$ cat src/rtl/pci_phy_pkg.sv
// Shared constants, types and helpers for the PCI physical-layer datapath blocks.
// Holds parameter defaults and the width helper used for pointers and counters.
package pci_phy_pkg;

   localparam int IN_W_DEF  = 8;
   localparam int RATIO_DEF = 4;
   localparam int DEPTH_DEF = 2;
   localparam int CNT_W_DEF = 8;

   // What an incoming beat does to the packer on a given cycle.
   typedef enum logic [1:0] {
      BEAT_IDLE,
      BEAT_SHIFT,
      BEAT_REALIGN
   } beat_kind_e;

   // Number of bits needed to index 'value' distinct items.
   function automatic int clog2(input int value);
      int result;
      result = 0;
      while ((1 << result) < value) begin
         result = result + 1;
      end
      return result;
   endfunction

endpackage

$ cat src/rtl/sync_fifo_param.sv
// Single-clock circular-buffer FIFO with occupancy count and empty/full flags.
// Output is the registered head entry; there is no write-to-read bypass.
module sync_fifo_param
   import pci_phy_pkg::*;
#(
   parameter int WIDTH = 32,
   parameter int DEPTH = DEPTH_DEF,
   localparam int CNT_W = clog2(DEPTH + 1)
) (
   input  logic             clk_4f,
   input  logic             reset,
   input  logic             push,
   input  logic             pop,
   input  logic [WIDTH-1:0] din,
   output logic [WIDTH-1:0] dout,
   output logic [CNT_W-1:0] count,
   output logic             empty,
   output logic             full
);

   localparam int PTR_W = (DEPTH > 1) ? clog2(DEPTH) : 1;

   logic [WIDTH-1:0] r_mem [DEPTH];
   logic [PTR_W-1:0] r_wrPtr;
   logic [PTR_W-1:0] r_rdPtr;
   logic [CNT_W-1:0] r_count;

   // Pointers wrap at DEPTH, which need not be a power of two.
   function automatic logic [PTR_W-1:0] nextPtr(input logic [PTR_W-1:0] ptr);
      if (ptr == PTR_W'(DEPTH - 1)) begin
         return '0;
      end
      return ptr + PTR_W'(1);
   endfunction

   always_ff @(posedge clk_4f or posedge reset) begin
      if (reset) begin
         for (int i = 0; i < DEPTH; i++) begin
            r_mem[i] <= '0;
         end
      end else if (push) begin
         r_mem[r_wrPtr] <= din;
      end
   end

   always_ff @(posedge clk_4f or posedge reset) begin
      if (reset) begin
         r_wrPtr <= '0;
         r_rdPtr <= '0;
         r_count <= '0;
      end else begin
         if (push) begin
            r_wrPtr <= nextPtr(r_wrPtr);
         end
         if (pop) begin
            r_rdPtr <= nextPtr(r_rdPtr);
         end
         case ({push, pop})
            2'b10:   r_count <= r_count + CNT_W'(1);
            2'b01:   r_count <= r_count - CNT_W'(1);
            default: r_count <= r_count;
         endcase
      end
   end

   assign dout  = r_mem[r_rdPtr];
   assign count = r_count;
   assign empty = (r_count == '0);
   assign full  = (r_count == CNT_W'(DEPTH));

endmodule

$ cat src/rtl/demux_pack_param.sv
// Packs RATIO consecutive IN_W-bit beats into one word (first beat in the MSBs),
// with gap tolerance, start-of-word realignment, a drop counter and an output FIFO.
module demux_pack_param
   import pci_phy_pkg::*;
#(
   parameter int IN_W  = IN_W_DEF,
   parameter int RATIO = RATIO_DEF,
   parameter int DEPTH = DEPTH_DEF,
   parameter int CNT_W = CNT_W_DEF
) (
   input  logic                  clk_4f,
   input  logic                  reset,
   input  logic [IN_W-1:0]       data_in,
   input  logic                  valid_in,
   input  logic                  sow_in,
   output logic                  ready_in,
   output logic [IN_W*RATIO-1:0] data_out,
   output logic                  valid_out,
   input  logic                  ready_out,
   output logic                  align_err,
   output logic [CNT_W-1:0]      drop_count
);

   localparam int W       = IN_W * RATIO;
   localparam int ACC_W   = (RATIO > 1) ? (RATIO - 1) * IN_W : 1;
   localparam int BEAT_CW = clog2(RATIO + 1);
   localparam int FIFO_CW = clog2(DEPTH + 1);

   logic [ACC_W-1:0]   r_acc;
   logic [BEAT_CW-1:0] r_cnt;
   logic               r_alignErr;
   logic [CNT_W-1:0]   r_dropCount;

   logic               w_accept;
   logic               w_complete;
   logic               w_pop;
   logic               w_empty;
   logic               w_full;
   logic [FIFO_CW-1:0] w_fifoCount;
   logic [W-1:0]       w_shifted;
   logic [W-1:0]       w_word;
   logic [ACC_W-1:0]   w_accLoad;
   logic [BEAT_CW-1:0] w_effCnt;
   beat_kind_e         w_kind;

   assign ready_in = (w_fifoCount < FIFO_CW'(DEPTH));
   assign w_accept = valid_in && ready_in;
   assign w_pop    = valid_out && ready_out;

   // Only the oldest RATIO-1 beats are kept; the incoming beat completes the word.
   if (RATIO > 1) begin : g_multi
      assign w_shifted = {r_acc, data_in};
      assign w_accLoad = (w_kind == BEAT_REALIGN) ? ACC_W'(data_in) : w_shifted[ACC_W-1:0];
   end else begin : g_single
      assign w_shifted = data_in;
      assign w_accLoad = '0;
   end

   always_comb begin
      w_kind   = BEAT_IDLE;
      w_effCnt = r_cnt;
      w_word   = w_shifted;
      if (w_accept) begin
         if (sow_in && (r_cnt != '0)) begin
            w_kind   = BEAT_REALIGN;
            w_effCnt = BEAT_CW'(1);
            w_word   = W'(data_in);
         end else begin
            w_kind   = BEAT_SHIFT;
            w_effCnt = r_cnt + BEAT_CW'(1);
         end
      end
      w_complete = w_accept && (w_effCnt == BEAT_CW'(RATIO));
   end

   // Beat count holds across idle cycles, so gaps of any length are tolerated.
   always_ff @(posedge clk_4f or posedge reset) begin
      if (reset) begin
         r_acc <= '0;
         r_cnt <= '0;
      end else if (w_accept) begin
         r_acc <= w_accLoad;
         r_cnt <= w_complete ? '0 : w_effCnt;
      end
   end

   always_ff @(posedge clk_4f or posedge reset) begin
      if (reset) begin
         r_alignErr  <= 1'b0;
         r_dropCount <= '0;
      end else begin
         r_alignErr <= (w_kind == BEAT_REALIGN);
         if ((w_kind == BEAT_REALIGN) && (r_dropCount != {CNT_W{1'b1}})) begin
            r_dropCount <= r_dropCount + CNT_W'(1);
         end
      end
   end

   sync_fifo_param #(
      .WIDTH(W),
      .DEPTH(DEPTH)
   ) u_fifo (
      .clk_4f(clk_4f),
      .reset (reset),
      .push  (w_complete && !w_full),
      .pop   (w_pop),
      .din   (w_word),
      .dout  (data_out),
      .count (w_fifoCount),
      .empty (w_empty),
      .full  (w_full)
   );

   assign valid_out  = !w_empty;
   assign align_err  = r_alignErr;
   assign drop_count = r_dropCount;

endmodule

$ cat config.mk
export PLATFORM = sky130hd
export DESIGN_NAME = demux_pack_param
export DESIGN_NICKNAME = d
export VERILOG_FILES = /design/src/rtl/pci_phy_pkg.sv /design/src/rtl/sync_fifo_param.sv /design/src/rtl/demux_pack_param.sv
export SDC_FILE = /design/constraint.sdc
export NUM_CORES = 1
export LEC_CHECK = 0
export CORE_ASPECT_RATIO = 0.9
export CORE_MARGIN = 1
export CORE_UTILIZATION = 56
export CTS_CLUSTER_DIAMETER = 150
export CTS_CLUSTER_SIZE = 24
export DETAILED_ROUTE_END_ITERATION = 8
export PLACE_DENSITY = 0.8
export SLEW_MARGIN = 40
export SYNTH_ARGS = -nofsm -noshare
export SYNTH_HDL_FRONTEND = slang
export SYNTH_SLANG_ARGS = --single-unit
$ cat constraint.sdc
create_clock -name clk_4f -period 5.4 [get_ports clk_4f]
set_input_delay 1.62 -clock clk_4f [delete_from_list [all_inputs] [get_ports clk_4f]]
set_output_delay 1.62 -clock clk_4f [all_outputs]
set_load 0.005 [all_outputs]
==> qor.tcl, run 1 <==
set qor(status) {completed}
set qor(cts_sinks) 104
set qor(area_delta_synth_final_pct) 16.8
set qor(most_common_flop_cell_mapped_by_yosys) {sky130_fd_sc_hd__dfrtp_1}
set qor(timing_worst_setup_path_type) {flip-flop to primary output}
set qor(horizontal_extent_of_the_die_microns) 100
set qor(vias) 2846
set qor(synth_compound_gate_area_share) 0.0420
set qor(syn-mean-instance-area_sq_um) 14.0
set qor(final_max_slew_viol_count) 0
set qor(final.setup.worst_slack_ps) 1340
set qor(detailedPlacementHpwl_microns) 6010
set qor(post_cts.resized_instances) 0
set qor(rr_worst_depth) 7
set qor(worstReg2RegStart) {r_cnt[0]}
set qor(post_synthesis_share_of_cell_area_spent_on_full_adders_half_adders_and_majority_gates) 0.0102
set qor(synth_edf_count) 0
set qor(route.detailed.wl_per_inst_microns) 16.8
set qor(fp.dieArea_sq_mm) 0.00911
set qor(worstPathArrival_ps) 2440
set qor(ctsHtreeMaxLevel) 3
set qor(design.final.nets) 421
set qor(core_area_sq_mm) 0.00826
set qor(core.rowCount) 31
set qor(synth.yosys.warnings) 0
set qor(post_drt_via_cell_ratio) 5.43
set qor(synth_area_sq_mm) 0.00489
set qor(antenna_left) 0
set qor(grt_usage) 0.218
set qor(total_neg_setup_slack_ps) 0
set qor(setup_violations) 0
set qor(grt_pass1_vias) 3006
set qor(rd_place_congestion) 0.720
set qor(timing.final.hold_violations) 0
set qor(clock_tree.root_cell) {sky130_fd_sc_hd__clkbuf_8}
set qor(synth_xor_area_frac) 0.0143
set qor(pin_count) 56
set qor(antenna_found_initial) 0
set qor(timing.fmax_mhz) 246
set qor(period_utilization_post_route) 0.752
set qor(critical_path.startpoint) {u_fifo.r_rdPtr}
set qor(async_flop_share) 1.00
set qor(yosysTopAreaCellShare) 0.532
set qor(worstSetupEndpoint) {data_out[21]}
set qor(layout.filler_cells) 602
set qor(rrSetupSlack_ps) 2890
set qor(dp_worst_setup_slack_ps) 1330
set qor(vdd_drop_max_v) 0.000290
set qor(critical_path_required_ps) 3780
set qor(postCtsSetupRepairBufs) 0
set qor(post_synth_main_area_contributors) {sky130_fd_sc_hd__dfrtp_1 (53%), sky130_fd_sc_hd__mux2_4 (18%), sky130_fd_sc_hd__mux2_2 (9.0%)}
set qor(initial_core_util) 0.592
set qor(numPortBuffers) 55
set qor(synth_cell_type_count) 32
set qor(element_type_at_the_critical_path_end) {primary output}
set qor(synth_top_family_by_area) {multiplexers}
set qor(final.min_clock_period_ps) 4060
set qor(die_height_microns) 90.6
set qor(clk_path_buf_depth) 2
set qor(r2r-end) {u_fifo.r_mem[28]}
set qor(critical_path.startpoint_type) {flip-flop}
set qor(synth.area.mux_share) 0.276
set qor(synth.largest_area_cell) {sky130_fd_sc_hd__dfrtp_1}
set qor(layout_cells_sized_above_1) 0.311
set qor(hold_ws_ps) 507
set qor(max_slew.worst_pin.slew_ps) 760
set qor(syn_nets) 365
set qor(syn-instance-count) 348
set qor(worstPathMaxFanout) 17
set qor(path_clk_slew_ps) 90
set qor(initialDrtViolationCount) 130
set qor(final.setup_skew_ps) 14.1
set qor(hold_buffers) 0
set qor(grt_start_max_net_pins) 49
set qor(grt_setup_unrepaired) {false}
set qor(timing.max_slew.rel_slack) 0.493
set qor(p_per_area_mw_per_mm2) 440
set qor(synth_seq_area_share) 0.532
set qor(maxCapViolCount) 0
set qor(drt-pass1-iter-count) 4
set qor(yosys.area_share.simple) 0.0939
set qor(routed_wirelength_microns) 8800
set qor(grt_overflow) 0
set qor(clock_insertion_delay_worst_skew_ps) 370
set qor(diodes) 0
set qor(cts_tree) {done}
set qor(drcViolationCount) 0
set qor(global_route_wire_length_before_repair_microns) 15500
set qor(ys_seq_elements) 104
set qor(p_leak_nw) 2.92
set qor(cts_buffers) 9
set qor(hold_path_class) {flip-flop to flip-flop}
layout by cell type, fill, tap and decap left out, drive strengths merged, types with 5 or more instances in the layout:
cell type | synthesis | routed
nand2 | 29 | 29
inv | 6 | 6
dfrtp | 104 | 104
clkdlybuf4s50 | 0 | 55
nand3 | 5 | 5
nor3 | 5 | 5
a22o | 17 | 17
buf | 10 | 9
clkbuf | 9 | 13
and2 | 25 | 25
mux2 | 100 | 100
metal layers:
layer,track usage,vias up,wire length (microns),share of wire
met5,0,-,0,0
met2,0.315,63,3840,0.44
li1,-,1327,-,-
met1,0.322,1444,4500,0.51
met4,0.0628,0,129,0.015
met3,0.0604,12,319,0.036
Yosys cell counts, drive strengths merged (2+ instances only):
cell / instances
a21oi: 3
mux2: 100
nand2: 29
nand4: 2
nor2b: 2
xnor2: 4
nor2: 4
inv: 6
clkbuf: 9
and2: 25
buf: 10
xor2: 4
nand2b: 4
nand3: 5
a22o: 17
ha: 4
nor3: 5
o21ai: 3
dfrtp: 104
per-stage QoR:
stage / util / std cells / cell area [sq um] / power [mW]
floorplan: - / 348 / 4890 / 1.75
global placement: 0.669 / 508 / 5530 / 2.04
detailed placement: 0.669 / 508 / 5530 / 2.08
CTS: 0.691 / 524 / 5710 / 2.53
global route: 0.691 / 524 / 5710 / 2.67
finish: 0.691 / 524 / 5710 / 2.51
report_power, final:
group,internal (mW),switching (mW),total [mW]
Clock,0.196,0.254,0.450
Combinational,0.526,0.334,0.860
Sequential,1.00,0.200,1.20
Total,1.72,0.788,2.51
worst max-delay path: stages, from the launching register on:
cell	delay, ps
sky130_fd_sc_hd__dfrtp_1	840
sky130_fd_sc_hd__buf_4	390
sky130_fd_sc_hd__mux2_2	380
sky130_fd_sc_hd__clkdlybuf4s50_1	450
flip-flops by register name, indices dropped and copies added, names as in the netlist:
register,cells
align_err,1
drop_count,8
r_acc,24
r_cnt,3
u_fifo.count,2
u_fifo.r_mem,64
u_fifo.r_rdPtr,1
u_fifo.r_wrPtr,1
how the worst min path moves through the flow:
| stage | startpoint | endpoint | slack (ps) | cells after the start |
|---|---|---|---|---|
| global route | u_fifo.r_mem[43] | u_fifo.r_mem[43] | 520 | 1 |
| finish | u_fifo.r_mem[60] | u_fifo.r_mem[60] | 510 | 1 |
| floorplan | r_acc[0] | r_acc[0] | 460 | 2 |
| detailed placement | u_fifo.r_mem[19] | u_fifo.r_mem[19] | 490 | 1 |
| CTS | r_acc[23] | r_acc[23] | 510 | 1 |
| global placement | r_acc[22] | r_acc[22] | 480 | 1 |
layout make-up:
cell class	count	area, sq um	area share
multi-input cells	219	2140	0.374
flip-flops and latches	104	2600	0.456
well taps	115	144	0.0252
inverters	6	25.0	0.00438
repair buffers	64	618	0.108
clock inverters	3	26.3	0.00460
clock buffers	13	159	0.0278
logic make-up (layout without fill, tap and decap cells):
family	Yosys count	in the layout
compound gates	25	25
xor+xnor	8	8
fa+ha+maj	4	4
buf+inv	25	86
flops	104	104
mux	100	100
simple gates	82	82
(Power assumes the default switching activity.)
==> inputs of run 2 (changes only) <==
--- a/config.mk
+++ b/config.mk
@@ -7,11 +7,11 @@
 export LEC_CHECK = 0
 export CORE_ASPECT_RATIO = 0.9
 export CORE_MARGIN = 1
-export CORE_UTILIZATION = 56
+export CORE_UTILIZATION = 51
 export CTS_CLUSTER_DIAMETER = 150
 export CTS_CLUSTER_SIZE = 24
 export DETAILED_ROUTE_END_ITERATION = 8
-export PLACE_DENSITY = 0.8
+export PLACE_DENSITY = 0.76
 export SLEW_MARGIN = 40
 export SYNTH_ARGS = -nofsm -noshare
 export SYNTH_HDL_FRONTEND = slang
==> constraint.sdc (replaced) <==
create_clock -name clk_4f -period 3.54 [get_ports clk_4f]
set_input_delay 1.062 -clock clk_4f [delete_from_list [all_inputs] [get_ports clk_4f]]
set_output_delay 1.062 -clock clk_4f [all_outputs]
set_load 0.005 [all_outputs]
==> qor.tcl, run 2 (synthesis results as in run 1) <==
set qor(status) {completed}
set qor(drt-pass1-iter-count) 4
set qor(period_utilization_post_route) 0.828
set qor(route.detailed.wl_per_inst_microns) 16.7
set qor(cts_sinks) 104
set qor(ctsHtreeMaxLevel) 3
set qor(largest_register_ff_count) 64
set qor(path_clk_slew_ps) 100
set qor(clock_insertion_delay_worst_skew_ps) 370
set qor(cts_tree) {done}
set qor(clock_tree.root_cell) {sky130_fd_sc_hd__clkbuf_8}
set qor(critical_path.startpoint_type) {flip-flop}
set qor(regMostFlops) {u_fifo.r_mem}
set qor(post_cts.resized_instances) 0
set qor(timing.final.hold_violations) 0
set qor(critical-path-slowest-cell) {sky130_fd_sc_hd__clkdlybuf4s50_1}
set qor(layout.cell_area.non_filler_sq_mm) 0.00576
set qor(most_frequent_cells_in_the_layout) {sky130_fd_sc_hd__dfrtp_1 (104), sky130_fd_sc_hd__mux2_4 (60), sky130_fd_sc_hd__clkdlybuf4s50_1 (55), sky130_fd_sc_hd__mux2_2 (39), sky130_fd_sc_hd__nand2_1 (29)}
set qor(numPortBuffers) 55
set qor(worstReg2RegStart) {r_cnt[0]}
set qor(grt_overflow) 0
set qor(element_type_at_the_critical_path_end) {primary output}
set qor(hold_path_class) {flip-flop to flip-flop}
set qor(post_drt_via_cell_ratio) 5.34
set qor(routed_wirelength_microns) 8840
set qor(worstPathMaxFanout) 20
set qor(holdCritStartpoint) {r_acc[18]}
set qor(timing_worst_setup_path_type) {flip-flop to primary output}
set qor(dp_cells) 515
set qor(layout_cells_sized_above_1) 0.311
set qor(vias) 2833
set qor(horizontal_extent_of_the_die_microns) 105
set qor(vdd_drop_max_v) 0.000395
set qor(final_cell_count_no_fill) 531
set qor(global_route_wire_length_before_repair_microns) 15100
set qor(core.rowCount) 33
set qor(critical_path_required_ps) 2480
set qor(drcViolationCount) 0
set qor(initialDrtViolationCount) 130
set qor(postCtsSetupRepairBufs) 0
set qor(total_neg_setup_slack_ps) 0
set qor(area_delta_synth_final_pct) 17.8
set qor(grt_pass1_vias) 2993
set qor(hold_buffers) 0
set qor(rrSetupSlack_ps) 1150
set qor(rd_place_congestion) 0.718
set qor(worstHoldEndpoint) {r_acc[18]}
set qor(timing.fmax_mhz) 341
set qor(max_slew.worst_pin.slew_ps) 542
set qor(antenna_found_initial) 0
set qor(dp_worst_setup_slack_ps) 280
set qor(maxCapViolCount) 0
set qor(diodes) 0
set qor(r2r-end) {u_fifo.r_mem[15]}
set qor(layout_commonest_cell) {sky130_fd_sc_hd__dfrtp_1}
set qor(grt_setup_unrepaired) {false}
set qor(cp_slowest_stage_delay_ps) 450
set qor(final_max_slew_viol_count) 0
set qor(setup_violations) 0
set qor(hold_path_depth) 1
set qor(grt_usage) 0.197
set qor(final.setup_skew_ps) 13.4
set qor(die_height_microns) 94.9
set qor(grt_start_max_net_pins) 105
set qor(rr_worst_depth) 6
set qor(worstPathArrival_ps) 1870
set qor(placed_cell_area_sq_mm) 0.00557
set qor(detailedPlacementHpwl_microns) 5760
set qor(pin_count) 56
set qor(cts_buffers) 9
set qor(fp.dieArea_sq_mm) 0.00998
set qor(p_leak_nw) 2.93
set qor(final.min_clock_period_ps) 2930
set qor(initial_core_util) 0.531
set qor(p_per_area_mw_per_mm2) 673
set qor(final.setup.worst_slack_ps) 610
set qor(core_area_sq_mm) 0.00921
set qor(critical_path.cell_chain) {buf_4 > mux2_2 > clkdlybuf4s50_1}
set qor(antenna_left) 0
set qor(clk_path_buf_depth) 2
set qor(timing.max_slew.rel_slack) 0.639
set qor(design.final.nets) 421
[run 2: area by class of cell]
class                   instances  area [sq um]
repair buffers                 64           656
clock buffers                  11           131
flip-flops and latches        104          2600
fillers                       720          3450
clock inverters                 5          56.3
well taps                     122           153
multi-input cells             219          2140
inverters                       6          26.3
[run 2: where the power goes]
part           switching, mW  internal (mW)
clock                  0.397          0.328
combinational          0.550          0.815
sequential             0.256           1.53
total                   1.20           2.67
[run 2: per-layer routing]
metal / share of wire / up-vias / track usage
met5: 0 / - / 0
met4: 0.0097 / 0 / 0.0505
met3: 0.034 / 7 / 0.0600
met2: 0.45 / 49 / 0.299
met1: 0.51 / 1457 / 0.277
li1: - / 1320 / -
[run 2: metrics by stage]
step           utilization  hold slack, ps  total power [mW]
4_1_cts              0.626             511              3.92
3_3_place_gp         0.605             483              3.13
6_report             0.626             502              3.87
3_5_place_dp         0.605             483              3.18
5_1_grt              0.626             531              4.13
2_1_floorplan            -             460              2.67
[run 2: worst max-delay path by stage]
stage                               from          endpoint  slack [ps]  cells after the start
after CTS                 u_fifo.r_rdPtr      data_out[30]         590                      3
after floorplan                 valid_in   u_fifo.count[1]        1150                      8
final                     u_fifo.r_rdPtr      data_out[30]         610                      3
after detailed placement          sow_in  u_fifo.r_mem[38]         280                      6
after global placement            sow_in  u_fifo.r_mem[36]         330                      6
after global routing      u_fifo.r_rdPtr      data_out[30]         510                      3
[run 2: critical path: cells and delay by family (launching register included)]
| kind | cells | cell delay (ps) |
|---|---|---|
| multiplexers | 1 | 400 |
| buffers and inverters | 2 | 750 |
| flip-flops | 1 | 350 |
